--- src/rtl/fmdll_pkg.sv ---
//------------------------------------------------------------------------------
// Module  : fmdll_pkg
// Brief   : Shared encodings for the FMDLL hold-control path.
// Revision: 1.0
//------------------------------------------------------------------------------
`default_nettype none

package fmdll_pkg;

    localparam logic [1:0] MODE_DIV2  = 2'b00;
    localparam logic [1:0] MODE_DIVM  = 2'b01;
    localparam logic [1:0] MODE_BURST = 2'b10;
    localparam logic [1:0] MODE_RSVD  = 2'b11;

    localparam logic [1:0] ST_IDLE  = 2'd0;
    localparam logic [1:0] ST_RUN   = 2'd1;
    localparam logic [1:0] ST_BURST = 2'd2;
    localparam logic [1:0] ST_DONE  = 2'd3;

    localparam int P_MIN = 2;

endpackage

`default_nettype wire

--- src/rtl/hld_period_cnt.sv ---
//------------------------------------------------------------------------------
// Module  : hld_period_cnt
// Brief   : Period counter with shadow period register, load and wrap flag.
// Revision: 1.0
//------------------------------------------------------------------------------
`default_nettype none

module hld_period_cnt #(
    parameter int DIV_W = 8
) (
    input  logic             clk,
    input  logic             rst_n,
    input  logic             clr,
    input  logic             load,
    input  logic             step,
    input  logic [DIV_W-1:0] p_load,
    output logic             wrap
);
    import fmdll_pkg::*;

    logic [DIV_W-1:0] cnt;
    logic [DIV_W-1:0] period;

    assign wrap = step & (cnt == (period - DIV_W'(1)));

    // load both restarts the count and latches the new period, so a reload at
    // wrap changes the period without losing the wrap itself
    always_ff @(posedge clk or negedge rst_n) begin
        if (!rst_n) begin
            cnt    <= '0;
            period <= DIV_W'(P_MIN);
        end else if (clr) begin
            cnt <= '0;
        end else if (load) begin
            cnt    <= '0;
            period <= p_load;
        end else if (step) begin
            cnt <= wrap ? '0 : cnt + DIV_W'(1);
        end
    end

endmodule

`default_nettype wire

--- src/rtl/hld_ctrl_gen.sv ---
//------------------------------------------------------------------------------
// Module  : hld_ctrl_gen
// Brief   : Round-robin hold pulse generator with continuous and burst modes.
// Revision: 1.0
//------------------------------------------------------------------------------
`default_nettype none

module hld_ctrl_gen #(
    parameter  int NCH   = 4,
    parameter  int DIV_W = 8,
    localparam int CH_W  = $clog2(NCH)
) (
    input  logic             clk,
    input  logic             rst_n,
    input  logic             en,
    input  logic [1:0]       mode,
    input  logic [DIV_W-1:0] div_m,
    input  logic             start,
    output logic [NCH-1:0]   ctrl_hld,
    output logic [CH_W-1:0]  ch_idx,
    output logic             frame_tick,
    output logic             busy,
    output logic             done
);
    import fmdll_pkg::*;

    logic [1:0]       state;
    logic [1:0]       state_nx;
    logic [DIV_W-1:0] p_sel;
    logic             mode_cont;
    logic             enter_run;
    logic             enter_burst;
    logic             step;
    logic             wrap;
    logic             last_ch;
    logic             run_reload;
    logic             run_exit;
    logic             last_burst;
    logic             load;
    logic             clr;

    assign mode_cont   = (mode == MODE_DIV2) | (mode == MODE_DIVM);
    assign enter_run   = en & (state == ST_IDLE) & mode_cont;
    assign enter_burst = en & (state == ST_IDLE) & (mode == MODE_BURST) & start;
    assign step        = en & ((state == ST_RUN) | (state == ST_BURST));
    assign last_ch     = (ch_idx == CH_W'(NCH - 1));
    assign run_reload  = (state == ST_RUN) & wrap & mode_cont;
    assign run_exit    = (state == ST_RUN) & wrap & ~mode_cont;
    assign last_burst  = (state == ST_BURST) & wrap & last_ch;
    assign load        = enter_run | enter_burst | run_reload;
    assign clr         = ~en | run_exit;

    always_comb begin
        p_sel = div_m;
        if ((mode == MODE_DIV2) || (div_m < DIV_W'(P_MIN))) begin
            p_sel = DIV_W'(P_MIN);
        end
    end

    always_comb begin
        state_nx = state;
        if (!en) begin
            state_nx = ST_IDLE;
        end else begin
            case (state)
                ST_IDLE: begin
                    if (enter_run) begin
                        state_nx = ST_RUN;
                    end else if (enter_burst) begin
                        state_nx = ST_BURST;
                    end
                end
                ST_RUN:   if (run_exit) state_nx = ST_IDLE;
                ST_BURST: if (last_burst) state_nx = ST_DONE;
                ST_DONE:  state_nx = ST_IDLE;
                default:  state_nx = ST_IDLE;
            endcase
        end
    end

    hld_period_cnt #(
        .DIV_W (DIV_W)
    ) u_period_cnt (
        .clk    (clk),
        .rst_n  (rst_n),
        .clr    (clr),
        .load   (load),
        .step   (step),
        .p_load (p_sel),
        .wrap   (wrap)
    );

    // wrap is already gated by en, so a disable on the same edge suppresses the pulse
    always_ff @(posedge clk or negedge rst_n) begin
        if (!rst_n) begin
            state      <= ST_IDLE;
            ctrl_hld   <= '0;
            ch_idx     <= '0;
            frame_tick <= 1'b0;
            busy       <= 1'b0;
            done       <= 1'b0;
        end else begin
            state <= state_nx;
            busy  <= (state_nx == ST_RUN) | (state_nx == ST_BURST);
            if (!en) begin
                ctrl_hld   <= '0;
                ch_idx     <= '0;
                frame_tick <= 1'b0;
                done       <= 1'b0;
            end else begin
                ctrl_hld   <= wrap ? (NCH'(1) << ch_idx) : '0;
                frame_tick <= wrap & last_ch;
                done       <= last_burst;
                if (enter_run || enter_burst) begin
                    ch_idx <= '0;
                end else if (wrap) begin
                    ch_idx <= last_ch ? '0 : ch_idx + CH_W'(1);
                end
            end
        end
    end

endmodule

`default_nettype wire
--- config.mk ---
export PLATFORM = sky130hd
export DESIGN_NAME = hld_ctrl_gen
export DESIGN_NICKNAME = d
export VERILOG_FILES = /design/src/rtl/fmdll_pkg.sv /design/src/rtl/hld_period_cnt.sv /design/src/rtl/hld_ctrl_gen.sv
export SDC_FILE = /design/constraint.sdc
export NUM_CORES = 1
export LEC_CHECK = 0
export CORE_UTILIZATION = 56
export CTS_CLUSTER_DIAMETER = 50
export CTS_CLUSTER_SIZE = 20
export DETAILED_ROUTE_END_ITERATION = 10
export PLACE_DENSITY = 0.85
export SLEW_MARGIN = 0
export SYNTH_ARGS = -nofsm -noshare
export SYNTH_HDL_FRONTEND = slang
export SYNTH_SLANG_ARGS = --single-unit
--- constraint.sdc ---
create_clock -name clk -period 6.8 [get_ports clk]
set_clock_uncertainty 0.2 [all_clocks]
set_input_delay 1.02 -clock clk [delete_from_list [all_inputs] [get_ports clk]]
set_output_delay 1.02 -clock clk [all_outputs]
set_load 0.02 [all_outputs]
# Word level (Yosys, flattened, before mapping)
# Index checks and enable logic that the tools add are counted.
[classes]
n_addsub = 3
order_cmp = 1
n_eq_ne = 10
n_shift = 1
muxes = 19
n_bitwise = 21
n_reduce_logical = 6
[op_table]
columns = ["operator", "count"]
rows = [
  ["2-to-1 mux 8 bit", 5],
  ["2-to-1 mux 2 bit", 9],
  ["bitwise AND 1 bit", 12],
  ["equality test 2 bit (second input constant)", 5],
  ["adder 8 x 1 -> 8 bit (second input constant)", 1],
  ["equality test 8 bit", 1],
  ["less-than comparator 8 x 2 -> 1 bit (second input constant)", 1],
  ["2-to-1 mux 4 bit", 2],
  ["one-hot mux 2 bit (4 select lines)", 1],
  ["subtractor 8 x 1 -> 8 bit (second input constant)", 1],
  ["equality test 2 x 1 -> 1 bit (second input constant)", 3],
  ["bitwise OR 1 bit", 6],
  ["logical NOT 2 bit", 2],
  ["left shift 1 x 2 -> 4 bit (first input constant)", 1],
  ["inequality test 3 x 1 -> 1 bit (second input constant)", 1],
  ["NOT 1 bit", 3],
  ["nonzero test 3 bit", 1],
  ["adder 2 x 1 -> 2 bit (second input constant)", 1],
  ["logical OR 1 bit", 2],
  ["2-to-1 mux 1 bit", 2],
  ["AND reduction 2 bit", 1],
]
[totals]
register_bits = 27
input_bits = 14
word_cells = 69

# Logic depth before layout (Yosys ltp)
# Gate-level depths: netlist of run 1.
[logic_depth]
ltp_word = 11
ltp_mapped = 10

# Modules after synthesis
# A second synthesis of run 1 with hierarchy kept.
[hier_totals]
hier_cells = 171
hier_area_um2 = 1672.9
[by_module_without_submodules]
columns = ["module", "instances", "cells_per_inst", "area_each_um2"]
rows = [
  ["hld_period_cnt", 1, 98, 1004.7],
  ["hld_ctrl_gen", 1, 73, 668.1],
]

# Worst setup path after synthesis of run 1
# Ideal clock, no wire load.
[synth_timing]
kind = "in2reg"
from = "input port en"
to = "register u_period_cnt.period[6]"
setup_time_ns = 0.124
t_arrival_ns = 2.521
required_ns = 6.476
path_slack_ns = 3.956
cell_stages = 6
n_path_buf = 0
cell_sequence = "nand2_1 > nor3_1 > nand3_2 > or4_4 > mux2_4 > a211o_1"
[synth_via]
elab_chain_cells = 7
word_cells_on_any_way = 15
[synth_rtl]
columns = ["element", "line_no", "source"]
rows = [
  ["start: declaration", "hld_ctrl_gen.sv:15", "input logic en,"],
  ["bitwise AND 1 bit", "hld_ctrl_gen.sv:45", "assign step = en & ((state == ST_RUN) | (state == ST_BURST));"],
  ["bitwise AND 1 bit", "hld_period_cnt.sv:24", "assign wrap = step & (cnt == (period - DIV_W'(1)));"],
  ["bitwise AND 1 bit", "hld_ctrl_gen.sv:47, hld_ctrl_gen.sv:48", ""],
  ["bitwise AND 1 bit", "hld_ctrl_gen.sv:48", "assign run_exit = (state == ST_RUN) & wrap & ~mode_cont;"],
  ["bitwise OR 1 bit", "hld_ctrl_gen.sv:51", "assign clr = ~en | run_exit;"],
  ["NOT 1 bit (no line)", "n/a", ""],
  ["AND reduction 2 bit (no line) *", "n/a", ""],
  ["end signal: assignment", "hld_period_cnt.sv:31", "period <= DIV_W'(P_MIN);"],
  ["end signal: assignment", "hld_period_cnt.sv:36", "period <= p_load;"],
  ["end: declaration", "hld_period_cnt.sv:22", "logic [DIV_W-1:0] period;"],
]
# Mark *: on every way between the ends. The rest lies on a longest branch, timed or not.
# A chain may end at the register's enable or synchronous reset.

# Worst setup path after layout of run 1
[layout_timing]
from = "input port en"
to = "register u_period_cnt.period[4]"
# The elaborated chain is that of the path after synthesis.

==> results by group, run 1 <==
Logic synthesis
  – Synth async-reset ratio: 1.00
  – Syn Area/Cell: ~9.1 µm²
  – Number of synthesized flops with an enable pin: 0
  – Number of library cell types mapped by synthesis: 45
  – YS warnings: 0
  – Biggest area consumer among synthesized cells: dfrtp_1
  – Sequential area share after synthesis: 0.376
  – Post-synth net total: 215
  – Netlist Area Pre-Place: 0.00173 mm²
  – Share of the synthesized area in the top cell type: 0.361
  – Commonest register cell after synthesis: dfrtp_1
  – Syn Inst Count: 191
  – Ranking of synthesized cells by area: dfrtp_1 (36%), ha_1 (7.2%), nand2_1 (5.4%)
  – Synthesis-stage register bit count: 26

Clocking
  – Clk buf depth: 2
  – Clock transition at path regs: about 150 ps
  – CTS tree: done
  – Post-CTS sizing: 0
  – Post-CTS Setup Bufs: 0
  – Clock Tree Root: clkbuf_4
  – Clock buffer count from CTS: 3
  – H-Tree Depth: 1
  – Clk_lat worst skew: 330 ps
  – Hold_buf cts: 0
  – Clock sink count: 26

Worst setup path
  – Worst setup EP type: flop
  – Crit-path slowest cell: clkdlybuf4s50_1
  – CP required: roughly 7000 ps
  – Crit-path cells: clkdlybuf4s50_1, nand2_1, nor3_1, nand3_2, or4_4, mux2_4, a211o_1
  – Max incr delay on CP: a little under 600 ps
  – Worst-path maximum fanout: 13
  – Largest delay share family, worst path: simple AND/OR/NAND/NOR gates
  – Crit path DAT: 3370 ps
  – Worst Setup Start Kind: primary input
  – WS Path Type: primary input to flop
  – Buffer and inverter count on the worst path: 1

Die
  – Initial Util: 0.607
  – Die width: 57.6 µm
  – Core area: between 0.002 and 0.003 mm²
  – Chip height: 57.6 µm
  – Ports: 23
  – Row Count: 19
  – Die area: 0.00332 mm²

Drt
  – Final ANT Viol Nets: 0
  – Detailed Route WL: 3880 µm
  – Routed via count: 1,519
  – Starting DRT DRC Count: slightly below 70
  – Vias per std cell: between 6 and 7
  – DRT Pass-1 Iters: 8
  – DRC errors left: 3
  – Drt wl/cell: about 16 µm

Place
  – DP Wirelength: ~2900 µm
  – GPL Wtd Cong: 0.867
  – PortBufs: 22

Power
  – Leak: 0.882 nW
  – Maximum vdd drop: around 0.00015 V
  – Pwr/cell area: 245 mW/mm²

STA
  – RSZ-0062 raised after global routing: false
  – Fmax: between 200 and 300 MHz
  – Worst Tran Pin Value: approximately 1100 ps
  – Post-layout min period: ~3300 ps
  – Fin crit share: 0.490
  – Slew HR: 0.234
  – # setup viols final: 0
  – Final number of hold-violating endpoints: 0
  – Accumulated negative setup slack: 0 ps
  – Hold Slack: 337 ps
  – Max Slew Vio Count: 0

Cells and area
  – Final nets: 237
  – FF/Latch Area: 652 µm²
  – Fill cell count: 217
  – Most frequent cells in the layout: nand2_1 (25), dfrtp_1 (25), clkdlybuf4s50_1 (22), nor2_1 (13), a21oi_1 (13)
  – Ant diodes: 0
  – P&R area growth vs syn: 16.1%
  – Fraction of layout cells with a size suffix above 1: 0.0896
  – Footprint of the multi-input gates: 0.00100 mm²

Run status
  – Outcome: complete, but fails checks
  – Failing checks: design-rule violations

GRT
  – Pin count of the biggest net entering global routing: 27
  – GRT Resource Usage Total: 0.258
  – Vias in the first global route: 1,539
  – Antenna violations before repair: 0
  – Grt ovf: 0
  – First-pass GRT wire length: 6640 µm

Run
  – Max-Cap Viols: 0

Min path
  – Hold Path Class: flop to flop
## cells by family (layout without fill, tap and decap cells)
group / after synthesis / in the layout / share of synthesized area
adders and majority gates: 10 / 10 / 0.0722
DFF: 26 / 26 / 0.376
xor gates and xnor gates: 14 / 14 / 0.0708
buffers and inverters: 17 / 38 / 0.0448
muxes: 3 / 3 / 0.0202
AOI/OAI and AO/OA: 38 / 38 / 0.152
and+or+nand+nor: 83 / 83 / 0.264
## state kept, by name, summed over array words and instances (netlist names)
| signal | cells |
|---|---|
| busy | 1 |
| ch_idx | 2 |
| ctrl_hld | 4 |
| done | 1 |
| state | 2 |
| u_period_cnt.cnt | 8 |
| u_period_cnt.period | 8 |
## final cells by class
| cell class | count | area share |
|---|---|---|
| clock buffer | 3 | 0.0112 |
| clock inverter | 1 | 0.0149 |
| inverter | 12 | 0.0224 |
| multi-input combinational | 148 | 0.499 |
| sequential | 26 | 0.324 |
| tap | 31 | 0.0193 |
| timing repair buffer | 22 | 0.109 |
## tightest hold or removal path, delay by kind of cell, from the launching register on
kind | cells | cell delay, ps
DFF | 1 | 410
muxes | 1 | 70
buffers and inverters | 1 | 70
## synth_stat cells, types with 5 or more instances
cell type and number:
a211o_1 6, a21oi_1 13, and2_1 5, dfrtp_1 25
ha_1 10, inv_1 12, nand2_1 25, nand2b_1 5
nor2_1 13, nor3b_1 7, xnor2_1 8, xor2_1 6
## report_power, final
| group | internal [W] | leakage [nW] | switching [W] |
|---|---|---|---|
| Combinational | 0.0000810 | 0.506 | 0.0000990 |
| Sequential | 0.000177 | 0.348 | 0.0000280 |
| Clock | 0.0000596 | 0.0279 | 0.0000486 |
| Total | 0.000317 | 0.882 | 0.000176 |
## per-layer routing
metal / GRT usage / wire length, µm / vias up
met5: 0 / 0 / -
met2: 0.465 / 2010 / 38
met3: 0.0268 / 144 / 4
li1: - / - / 711
met4: 0.0976 / 34 / 0
met1: 0.318 / 1690 / 766
## metrics by stage
stage	cell area (µm²)	total power [W]	worst slack (ps)	utilization	cells
4_1_cts	2010	0.000490	3510	0.705	243
5_1_grt	2010	0.000520	3240	0.705	243
2_1_floorplan	1730	0.000330	3960	-	191
3_3_place_gp	1960	0.000373	3230	0.687	239
6_report	2010	0.000493	3470	0.705	243
3_5_place_dp	1960	0.000381	3160	0.687	239
## path summary, 6_finish.rpt
check,start,endpoint,slack [ps],cells after the start
hold / removal,u_period_cnt.period[1],u_period_cnt.period[1],340,2
setup reg to reg,u_period_cnt.period[0],u_period_cnt.period[4],3660,8
max in group asynchronous,rst_n,ctrl_hld[2],4630,1
hold reg to reg,u_period_cnt.period[1],u_period_cnt.period[1],340,2
setup / recovery,en,u_period_cnt.period[4],3470,7
min in group asynchronous,rst_n,state[1],1080,1
(Power assumes the default switching activity.)
==> run 2, diff against run 1 <==
- CORE_UTILIZATION: 56 -> 49
- PLACE_DENSITY: 0.85 -> 0.79
- clock period: 6.8 -> 2.96 ns (I/O delays scaled with it)
==> results by group, run 2 (same netlist as run 1, synthesis figures left out) <==
Run status
  – Outcome: finished, final reports clean

Worst setup path
  – Crit path DAT: 2880 ps
  – WS Path Type: flop to flop
  – Worst setup EP type: flop
  – Worst-path maximum fanout: 8
  – Critical R2R Launch: u_period_cnt.period[1]
  – Reg2reg path depth: 8
  – CP required: 2990 ps
  – Worst Setup Start Kind: flop
  – RR Endpoint: u_period_cnt.period[2]
  – Reg-to-reg slack, setup: 110 ps

Die
  – Initial Util: 0.515
  – Ports: 23
  – Die area: roughly 0.0038 mm²
  – Row Count: 21
  – Chip height: around 61 µm
  – Core area: between 0.003 and 0.004 mm²
  – Die width: 61.5 µm

Drt
  – DRT Pass-1 Iters: 4
  – Final ANT Viol Nets: 0
  – Starting DRT DRC Count: between 40 and 50
  – DRC errors left: 0
  – Vias per std cell: around 5.4
  – Detailed Route WL: 3660 µm
  – Routed via count: 1,429
  – Drt wl/cell: 13.8 µm

Clocking
  – Post-CTS sizing: 0
  – Clock buffer count from CTS: 3
  – Clock Tree Root: clkbuf_4
  – CTS tree: done
  – Post-CTS Setup Bufs: 0
  – Clock sink count: 26
  – H-Tree Depth: 1
  – Hold_buf cts: 0
  – Clk buf depth: 2
  – Clk_lat worst skew: between 300 and 400 ps
  – Clock transition at path regs: 150 ps

GRT
  – First-pass GRT wire length: between 6000 and 7000 µm
  – Pin count of the biggest net entering global routing: 27
  – Grt ovf: 0
  – Vias in the first global route: approximately 1.3k
  – GRT Resource Usage Total: 0.220
  – Antenna violations before repair: 0

Min path
  – Hold Path Class: primary input to asynchronous set/reset pin

STA
  – Final setup margin: around 110 ps
  – Max Slew Vio Count: 0
  – Final number of hold-violating endpoints: 0
  – Fin crit share: 0.964
  – RSZ-0062 raised after global routing: false
  – Worst Tran Pin Value: 439 ps
  – Slew HR: 0.704
  – Post-layout min period: 2850 ps
  – Fmax: roughly 350 MHz
  – Accumulated negative setup slack: 0 ps
  – # setup viols final: 0

Cells and area
  – Ant diodes: 0
  – Top flop regs: u_period_cnt.cnt (8), u_period_cnt.period (8), ctrl_hld (4)
  – Most frequent cells in the layout: nand2_1 (25), dfrtp_1 (25), clkdlybuf4s50_1 (22), nor2_1 (13), a21oi_1 (13)
  – Final nets: roughly 240
  – P&R area growth vs syn: 19.9%
  – Footprint of the multi-input gates: 0.00101 mm²
  – FF/Latch Area: 652 µm²
  – Fraction of layout cells with a size suffix above 1: 0.128
  – Fill cell count: between 300 and 400

Place
  – GPL Wtd Cong: 0.770
  – Pre-CTS setup slack: 61.7 ps
  – DP Wirelength: 2910 µm
  – PortBufs: 22

Power
  – Pwr/cell area: 512 mW/mm²
  – Leak: 0.911 nW
  – Maximum vdd drop: 0.000297 V

Run
  – Max-Cap Viols: 0
run 2: critical path, cell delays in order (launching register included):
cell and delay [ps]:
dfstp_2 580, inv_1 60, ha_1 280, xnor2_1 140
nor3_2 220, nand3_2 100, or4_4 500, mux2_4 370
a211o_1 300
run 2: stage by stage:
step                area, µm²  hold WS [ps]  instances   util  total power (W)
floorplan                1730         -51.6        191      -         0.000757
global placement         2030           299        261  0.604         0.000868
detailed placement       2030           318        261  0.604         0.000887
CTS                      2070           275        265  0.615          0.00106
global route             2080           296        265  0.618          0.00114
finish                   2080           271        265  0.618          0.00106
run 2: worst max path at each step:
stage | from | endpoint | slack, ps | depth (start not counted)
final | u_period_cnt.period[1] | u_period_cnt.period[2] | 110 | 8
after global placement | u_period_cnt.period[1] | u_period_cnt.period[4] | 110 | 8
after CTS | u_period_cnt.period[1] | u_period_cnt.period[7] | 40 | 8
after floorplan | u_period_cnt.period[1] | u_period_cnt.period[6] | 180 | 8
after global routing | u_period_cnt.period[1] | u_period_cnt.period[7] | 10 | 8
after detailed placement | u_period_cnt.period[1] | u_period_cnt.period[7] | 60 | 8
run 2: routing by layer:
metal,track usage,routed length [µm],vias to the layer above
met4,0.0476,32,0
met2,0.365,1810,25
met3,0.0525,114,2
met1,0.293,1710,679
li1,-,-,723
met5,0,0,-
run 2: power breakdown:
part / switching, W / internal, W
Clock: 0.000101 / 0.0000752
Sequential: 0.0000576 / 0.000406
Combinational: 0.000222 / 0.000201
Total: 0.000381 / 0.000683
run 2: layout make-up:
cell class	instances	area share
Multi-Input combinational cell	148	0.488
Sequential cell	26	0.314
Timing Repair Buffer	29	0.131
Tap cell	46	0.0277
Inverter	12	0.0217
Clock buffer	4	0.0175
